### src/rtl/voice_pkg.sv
// rtl/voice_pkg.sv - shared types and defaults for the voice allocator
package voice_pkg;

  typedef enum logic [1:0] {
    ST_IDLE   = 2'd0,
    ST_SCAN   = 2'd1,
    ST_COMMIT = 2'd2
  } alloc_state_e;

  localparam int NOTE_WIDTH         = 7;
  localparam int DEFAULT_NUM_VOICES = 4;
  localparam int DEFAULT_RATE_WIDTH = 24;
  localparam int DEFAULT_AGE_WIDTH  = 8;

endpackage

### src/rtl/voice_allocator.sv
// rtl/voice_allocator.sv - sequential-scan oscillator allocator with oldest-voice stealing
// Optional statistics counters are built only when VOICE_ALLOC_STATS_EN is defined.
module voice_allocator
  import voice_pkg::*;
#(
  parameter int NUM_VOICES = DEFAULT_NUM_VOICES,
  parameter int RATE_WIDTH = DEFAULT_RATE_WIDTH,
  parameter int AGE_WIDTH  = DEFAULT_AGE_WIDTH
) (
  input  logic                             clk_in,
  input  logic                             rst_n_in,
  input  logic                             note_valid_in,
  input  logic                             note_on_in,
  input  logic [NOTE_WIDTH-1:0]            note_in,
  input  logic [RATE_WIDTH-1:0]            rate_in,
  output logic                             ready_out,
  output logic [NUM_VOICES-1:0]            voice_on_out,
  output logic [NUM_VOICES*RATE_WIDTH-1:0] voice_rate_out,
  output logic                             alloc_valid_out,
  output logic [$clog2(NUM_VOICES)-1:0]    alloc_voice_out,
  output logic                             alloc_hit_out,
  output logic                             steal_out,
  output logic [15:0]                      steal_count_out,
  output logic [15:0]                      drop_count_out
);

  localparam int IDX_W = $clog2(NUM_VOICES);
  localparam logic [IDX_W-1:0] LAST_IDX = IDX_W'(NUM_VOICES - 1);

  alloc_state_e          state_q;
  logic [IDX_W-1:0]      scan_idx_q;
  logic [NOTE_WIDTH-1:0] ev_note_q;
  logic                  ev_on_q;
  logic [RATE_WIDTH-1:0] ev_rate_q;

  logic [NOTE_WIDTH-1:0] voice_note_q [NUM_VOICES];
  logic [AGE_WIDTH-1:0]  voice_age_q  [NUM_VOICES];

  logic                  match_found_q, free_found_q;
  logic [IDX_W-1:0]      match_idx_q, free_idx_q, old_idx_q;
  logic [AGE_WIDTH-1:0]  old_age_q;

  logic                  match_found_d, free_found_d;
  logic [IDX_W-1:0]      match_idx_d, free_idx_d, old_idx_d;
  logic [AGE_WIDTH-1:0]  old_age_d;
  logic [IDX_W-1:0]      pick_d;
  logic                  hit_d, steal_d;
  logic                  first_scan;

  // Running search state folded in with the voice under examination this cycle.
  always_comb begin
    first_scan    = (scan_idx_q == '0);
    match_found_d = match_found_q & ~first_scan;
    match_idx_d   = match_idx_q;
    free_found_d  = free_found_q & ~first_scan;
    free_idx_d    = free_idx_q;
    old_idx_d     = old_idx_q;
    old_age_d     = old_age_q;
    pick_d        = '0;
    hit_d         = 1'b0;
    steal_d       = 1'b0;

    if (voice_on_out[scan_idx_q] && voice_note_q[scan_idx_q] == ev_note_q && !match_found_d) begin
      match_found_d = 1'b1;
      match_idx_d   = scan_idx_q;
    end
    if (!voice_on_out[scan_idx_q] && !free_found_d) begin
      free_found_d = 1'b1;
      free_idx_d   = scan_idx_q;
    end
    if (first_scan || voice_age_q[scan_idx_q] > old_age_q) begin
      old_idx_d = scan_idx_q;
      old_age_d = voice_age_q[scan_idx_q];
    end

    if (ev_on_q) begin
      hit_d = 1'b1;
      if (match_found_d) begin
        pick_d = match_idx_d;
      end else if (free_found_d) begin
        pick_d = free_idx_d;
      end else begin
        pick_d  = old_idx_d;
        steal_d = 1'b1;
      end
    end else begin
      hit_d  = match_found_d;
      pick_d = match_found_d ? match_idx_d : '0;
    end
  end

  always_ff @(posedge clk_in or negedge rst_n_in) begin
    if (!rst_n_in) begin
      state_q         <= ST_IDLE;
      ready_out       <= 1'b0;
      scan_idx_q      <= '0;
      ev_note_q       <= '0;
      ev_on_q         <= 1'b0;
      ev_rate_q       <= '0;
      match_found_q   <= 1'b0;
      match_idx_q     <= '0;
      free_found_q    <= 1'b0;
      free_idx_q      <= '0;
      old_idx_q       <= '0;
      old_age_q       <= '0;
      voice_on_out    <= '0;
      voice_rate_out  <= '0;
      alloc_valid_out <= 1'b0;
      alloc_voice_out <= '0;
      alloc_hit_out   <= 1'b0;
      steal_out       <= 1'b0;
      for (int i = 0; i < NUM_VOICES; i++) begin
        voice_note_q[i] <= '0;
        voice_age_q[i]  <= '0;
      end
    end else begin
      case (state_q)
        ST_IDLE: begin
          ready_out <= 1'b1;
          if (note_valid_in && ready_out) begin
            ev_note_q  <= note_in;
            ev_on_q    <= note_on_in;
            ev_rate_q  <= rate_in;
            scan_idx_q <= '0;
            ready_out  <= 1'b0;
            state_q    <= ST_SCAN;
          end
        end
        ST_SCAN: begin
          match_found_q <= match_found_d;
          match_idx_q   <= match_idx_d;
          free_found_q  <= free_found_d;
          free_idx_q    <= free_idx_d;
          old_idx_q     <= old_idx_d;
          old_age_q     <= old_age_d;
          scan_idx_q    <= scan_idx_q + IDX_W'(1);
          if (scan_idx_q == LAST_IDX) begin
            alloc_valid_out <= 1'b1;
            alloc_voice_out <= pick_d;
            alloc_hit_out   <= hit_d;
            steal_out       <= steal_d;
            state_q         <= ST_COMMIT;
          end
        end
        ST_COMMIT: begin
          alloc_valid_out <= 1'b0;
          steal_out       <= 1'b0;
          for (int i = 0; i < NUM_VOICES; i++) begin
            if (ev_on_q) begin
              if (IDX_W'(i) == alloc_voice_out) begin
                voice_on_out[i]                               <= 1'b1;
                voice_rate_out[i*RATE_WIDTH +: RATE_WIDTH]    <= ev_rate_q;
                voice_note_q[i]                               <= ev_note_q;
                voice_age_q[i]                                <= '0;
              end else if (voice_on_out[i] && voice_age_q[i] != '1) begin
                voice_age_q[i] <= voice_age_q[i] + 1'b1;
              end
            end else if (alloc_hit_out && IDX_W'(i) == alloc_voice_out) begin
              voice_on_out[i] <= 1'b0;
            end
          end
          ready_out <= 1'b1;
          state_q   <= ST_IDLE;
        end
        default: begin
          ready_out <= 1'b0;
          state_q   <= ST_IDLE;
        end
      endcase
    end
  end

`ifdef VOICE_ALLOC_STATS_EN
  logic [15:0] steal_cnt_q, drop_cnt_q;

  always_ff @(posedge clk_in or negedge rst_n_in) begin
    if (!rst_n_in) begin
      steal_cnt_q <= '0;
      drop_cnt_q  <= '0;
    end else begin
      if (state_q == ST_COMMIT && steal_out && steal_cnt_q != '1)
        steal_cnt_q <= steal_cnt_q + 16'd1;
      if (note_valid_in && !ready_out && drop_cnt_q != '1)
        drop_cnt_q <= drop_cnt_q + 16'd1;
    end
  end

  assign steal_count_out = steal_cnt_q;
  assign drop_count_out  = drop_cnt_q;
`else
  assign steal_count_out = '0;
  assign drop_count_out  = '0;
`endif

endmodule

### config.mk
export PLATFORM = sky130hd
export DESIGN_NAME = voice_allocator
export DESIGN_NICKNAME = d
export VERILOG_FILES = /design/src/rtl/voice_pkg.sv /design/src/rtl/voice_allocator.sv
export SDC_FILE = /design/constraint.sdc
export NUM_CORES = 1
export LEC_CHECK = 0
export CAP_MARGIN = 15
export CELL_PAD_IN_SITES_DETAIL_PLACEMENT = 0
export CELL_PAD_IN_SITES_GLOBAL_PLACEMENT = 2
export CORE_MARGIN = 2
export CORE_UTILIZATION = 38
export DETAILED_ROUTE_END_ITERATION = 8
export HOLD_SLACK_MARGIN = 0.12
export PLACE_DENSITY = 0.88
export SLEW_MARGIN = 20
export SYNTH_ARGS = -nofsm -noshare
export SYNTH_HDL_FRONTEND = slang
export SYNTH_SLANG_ARGS = --single-unit
### constraint.sdc
create_clock -name clk_in -period 10.3 [get_ports clk_in]
set_input_delay 2.06 -clock clk_in [delete_from_list [all_inputs] [get_ports clk_in]]
set_output_delay 2.06 -clock clk_in [all_outputs]
set_load 0.03 [all_outputs]
# Word-level counts from Yosys, hierarchy flattened
# Cells that the tools add are included.
dict set report totals {
  reg_bits 218
  latch_bits 0
  ram_bits 0
  romBits 0
  out_inout_bits 138
  word_cells 160
  mem_count 0
}
dict set report op_classes {
  add_sub_neg 5
  mul 0
  div_mod_pow 0
  order_cmp 3
  eq_ne 17
  shift 0
  mux 52
  n_bitwise 4
  n_reduce_logical 47
}
# op n
set ops {}
lappend ops {{two-way mux 8 bit} 10}
lappend ops {{AND reduction 3 bit} 12}
lappend ops {{adder 8 x 1 -> 8 bit, second input constant} 4}
lappend ops {{inequality test 8 bit, second input constant} 4}
lappend ops {{two-way mux 1 bit} 22}
lappend ops {{two-way mux 2 bit} 10}
lappend ops {{nonzero test 2 bit} 10}
lappend ops {{binary-select mux 8 bit (select 2 bit)} 1}
lappend ops {{binary-select mux 7 bit (select 2 bit)} 1}
lappend ops {{two-way mux 7 bit} 2}
lappend ops {{logical AND 1 bit} 12}
lappend ops {{AND reduction 2 bit} 6}
lappend ops {{greater-than comparator 8 bit} 1}
lappend ops {{inequality test 2 x 1 -> 1 bit, second input constant} 4}
lappend ops {{one-hot mux 2 bit (2 select lines)} 2}
lappend ops {{== test 7 bit} 1}
lappend ops {{zero test 2 bit} 3}
lappend ops {{== test 2 bit, first input constant} 2}
lappend ops {{== test 2 bit, second input constant} 2}
lappend ops {{inequality test 2 bit, second input constant} 2}
lappend ops {{one-hot mux 1 bit (2 select lines)} 2}
lappend ops {{>= comparator 3 bit, second input constant} 1}
lappend ops {{zero test 1 bit} 3}
lappend ops {{less-than comparator 2 x 3 -> 1 bit, second input constant} 1}
lappend ops {{9 further kinds} 10}

# Longest topological paths before layout
dict set report depth {
  word_depth 12
  mapped_depth 15
  ltp_nobuf 10
}

# Worst setup path before layout
# No wires, ideal clock.
dict set report synth_timing {
  path_type {flip-flop to flip-flop}
  startpoint {register scan_idx_q[0]}
  endpoint {register old_age_q[3]}
  setup_ps 125
  arrival_time_ps 3443
  required_ps 10175
  slack_ps 6732
  stages_incl_launch_ff 13
  path_buffers 5
  synth_period_minus_slack_ps 3568
  cell_sequence {dfrtp_1 buf_6 buf_4 buf_1 mux4_2 ha_1 a211oi_1 nor2_1 o31ai_1 or2_2 clkbuf_1 buf_2 mux2_2}
}
dict set report synth_between {
  elab_chain_len 7
  elab_cells_between_ends 8
  cone_classes {order compare: 1; mux: 3; bitwise: 1; reduce/logical: 3}
}
# element line_no
set synth_lines {}
lappend synth_lines {{start, declared} voice_allocator.sv:31} ;# logic [IDX_W-1:0] scan_idx_q;
lappend synth_lines {{start signal, assigned} voice_allocator.sv:136} ;# scan_idx_q <= scan_idx_q + IDX_W'(1);
lappend synth_lines {{NOT 2 -> 3 bit (implied by the code)} {voice_allocator.sv:71, voice_allocator.sv:73}}
lappend synth_lines {{binary-select mux 8 bit (select 2 bit)} {voice_allocator.sv:71, voice_allocator.sv:73}}
lappend synth_lines {{two-way mux 8 bit (implied by the code) (2 in series)} {voice_allocator.sv:71, voice_allocator.sv:73}}
lappend synth_lines {{greater-than comparator 8 bit} voice_allocator.sv:71} ;# if (first_scan || voice_age_q[scan_idx_q] > old_age_q) begin
lappend synth_lines {{logical OR 1 bit} voice_allocator.sv:71}
lappend synth_lines {{AND reduction 2 bit (no line)} --}
lappend synth_lines {{end signal, assigned} voice_allocator.sv:135} ;# old_age_q <= old_age_d;
lappend synth_lines {{end, declared} voice_allocator.sv:41} ;# logic [AGE_WIDTH-1:0] old_age_q;
# Parallel ways exist; a longest one is shown, timed or not. The select of a mux whose other input is x is not followed.
# A chain may end at the register's enable or synchronous reset.

# Worst setup path after layout
dict set report layout_timing {
  startpoint {register alloc_voice_out[1]}
  endpoint {output alloc_voice_out[1]}
}
# element line_no
set layout_rtl {}
lappend layout_rtl {{start, declared} voice_allocator.sv:20} ;# output logic [$clog2(NUM_VOICES)-1:0] alloc_voice_out,
lappend layout_rtl {{start signal, assigned} voice_allocator.sv:139} ;# alloc_voice_out <= pick_d;
# No word-level cell between the ends.

==> impl_metrics.env <==
export IMPL_outcome="completed"
export IMPL_ctsLongestPathBuffers=3
export IMPL_rsz0062_at_grt="false"
export IMPL_synth_edff_count=0
export IMPL_synth_ff_type="dfrtp_1"
export IMPL_antenna_cells=0
export IMPL_arrival_ps=1770
export IMPL_critPathKind="flip-flop to primary output"
export IMPL_clock_sinks=218
export IMPL_fp_dieW_um=163.3
export IMPL_drt_total_wl_um=21890
export IMPL_synth_cells=791
export IMPL_drt_pass1_iterations=4
export IMPL_routabilityCongestion=0.7606
export IMPL_grt_max_degree=97
export IMPL_critPathTopFamily="buffers and inverters"
export IMPL_skew_ps=15.13
export IMPL_muxShareOfSynthArea=0.1989
export IMPL_path_cells="clkdlybuf4s50_1"
export IMPL_holdCritStartpoint="voice_rate_out[23]"
export IMPL_hold_violations=0
export IMPL_synth_xor_area_frac=0.02906
export IMPL_vias=6209
export IMPL_r2r_slack_ps=7020
export IMPL_ir_drop_mv=0.1464
export IMPL_synth_top_family_by_area="multiplexers"
export IMPL_powerDensity_mw_per_mm2=256.6
export IMPL_synth_avg_cell_area_um2=12.19
export IMPL_synth_fa_ha_area_frac=0.01816
export IMPL_tns_ps=0
export IMPL_start_util=0.3852
export IMPL_ant_nets=0
export IMPL_fp_coreArea_mm2=0.02504
export IMPL_post_cts_buffers=0
export IMPL_path_buf_inv=1
export IMPL_cts_tree="done"
export IMPL_yosysWarnings=0
export IMPL_detail_route_vias_per_cell=4.866
export IMPL_synth_seq_cells=218
export IMPL_cts_clk_slew_worst_paths_ps=60
export IMPL_fin_crit_sh=0.3721
export IMPL_r2r_start="scan_idx_q[0]"
export IMPL_r2r_cells=8
export IMPL_hold_path_class="flip-flop to flip-flop"
export IMPL_maxCapViolations=0
export IMPL_chipHeight_um=163.3
export IMPL_layout_common_cells="dfrtp_1 (218), nand2_1 (139), clkdlybuf4s50_1 (139)"
export IMPL_h_tree_depth=1
export IMPL_layout_drive_gt1_share=0.2220
export IMPL_dp_hpwl_um=13850
export IMPL_max_freq_mhz=260.9
export IMPL_ctsHoldBuffers=0
export IMPL_dr_first_iter_drc_count=321
export IMPL_cts_root_buffer_cell="clkbuf_16"
export IMPL_grt_pass1_vias=6378
export IMPL_wire_per_inst_um=17.15
export IMPL_fillers=2253
export IMPL_antenna_found_initial=0
export IMPL_port_buffers=140
export IMPL_crit_path_end_kind="primary output"
export IMPL_cpPeakStageDelay_ps=740
export IMPL_syn2layout_area_growth_pct=25.80
export IMPL_grt_pass1_wl_um=35180
export IMPL_drc_errors=0
export IMPL_layout_commonest_cell="dfrtp_1"
export IMPL_setup_violations=0
export IMPL_p_total_w=0.003113
export IMPL_rows=58
export IMPL_clkLatencyLatePin_ps=520
export IMPL_synthSimpleGateAreaFrac=0.1029
export IMPL_postSynth_asyncResetShare=1.000
export IMPL_cellLeakagePower_nw=5.706
export IMPL_gr_total_overflow=0
export IMPL_relSlewSlack=0.3703
export IMPL_timing_rr_end="old_age_q[4]"
export IMPL_cts_buffers=24
export IMPL_final_max_slew_violation_count=0
export IMPL_synth_compound_area_frac=0.03814
export IMPL_holdPathEnd="voice_rate_out[23]"
export IMPL_worstHoldPathCells=2
export IMPL_io_pins=173
export IMPL_startpoint_type="flip-flop"
export IMPL_nets=978
export IMPL_worstPathRequired_ps=8240
export IMPL_synthesis_area_mm2=0.009644
export IMPL_crit_fanout=9
export IMPL_critPathSlowestCell="clkdlybuf4s50_1"
export IMPL_cts_resized=0
export IMPL_min_period_ps=3833
export IMPL_grtUsageTotal=0.1668
export IMPL_tightest_slew_ps=944.6
export IMPL_synth_distinct_cells=50
export IMPL_dieArea_mm2=0.02667
export IMPL_seq_area_frac_synth=0.5656
==> worst max path at each step <==
stage | from | endpoint | slack, ps | cells after the start
floorplan | scan_idx_q[0] | old_age_q[3] | 6730 | 12
global placement | rst_n_in | voice_rate_out[40] | 5970 | 3
detailed placement | rst_n_in | voice_rate_out[44] | 5990 | 3
CTS | alloc_voice_out[1] | alloc_voice_out[1] | 6450 | 1
global route | rst_n_in | voice_rate_out[20] | 6240 | 3
finish | alloc_voice_out[1] | alloc_voice_out[1] | 6470 | 1
==> synth_stat cells (all sizes together), types with 2 or more instances <==
library cell	count	area, um2
nand2	139	521.8
a211o	2	17.52
nand4	10	62.56
nand2b	5	31.28
or2	2	12.51
nor3	4	20.02
dfrtp	218	5455
o21ai	29	145.1
xor2	28	245.2
nand3	8	52.55
mux2i	12	120.1
buf	52	339.1
nor2b	4	25.02
o31ai	2	15.01
xnor2	4	35.03
mux4	11	247.7
mux2	137	1550
a32o	2	20.02
ha	14	175.2
or3	3	18.77
inv	13	48.80
a21oi	7	35.03
nand3b	2	15.01
nor2	34	127.6
clkbuf	17	63.81
and3	10	62.56
a31oi	4	25.02
==> cell type report <==
cell class	instances	area, um2	area share
Clock inverter	8	126.4	0.01042
Timing Repair Buffer	150	1481	0.1221
Tap cell	330	412.9	0.03403
Multi-Input combinational cell	522	3886	0.3203
Sequential cell	218	5455	0.4496
Clock buffer	35	721.9	0.05950
Inverter	13	48.80	0.004022
==> sequential cells by signal (all words and copies together) (netlist names), 4 cells and up <==
register / flops
voice_age_q: 32
ev_note_q: 7
voice_on_out: 4
old_age_q: 8
voice_note_q: 28
voice_rate_out: 96
ev_rate_q: 24
==> routing by layer <==
metal / global-route usage / wire length [um] / share of wire / up-vias
li1: - / - / - / 2950
met1: 0.2222 / 9789 / 0.45 / 3084
met2: 0.2612 / 9906 / 0.45 / 154
met3: 0.06323 / 1917 / 0.088 / 21
met4: 0.03379 / 273 / 0.012 / 0
met5: 0 / 0 / 0 / -
==> cell families (layout without fill, tap and decap cells) <==
logic type      after synthesis  count (layout)
flops                       218             218
buf+inv                      82             206
simple gates                226             226
other cells                   1              32
fa+ha+maj                    14              14
compound gates               58              58
xor+xnor                     32              32
mux                         160             160
==> where the power goes <==
| part | internal, W | switching, W | leakage (nW) | total [W] |
|---|---|---|---|---|
| Sequential | 0.00107 | 0.000194 | 2.92 | 0.00126 |
| Combinational | 0.000431 | 0.000521 | 2.36 | 0.000953 |
| Clock | 0.000560 | 0.000341 | 0.422 | 0.000901 |
==> per-stage QoR <==
stage	util	setup slack, ps	area (um2)	hold slack, ps	instances
after floorplan	-	6732	9761	441.3	822
after global placement	0.4507	5974	11280	457.2	1233
after detailed placement	0.4507	5988	11280	462.4	1233
after CTS	0.4846	6454	12130	477.1	1276
after global routing	0.4846	6245	12130	492.7	1276
final	0.4846	6467	12130	474.1	1276
(Power assumes the default switching activity.)
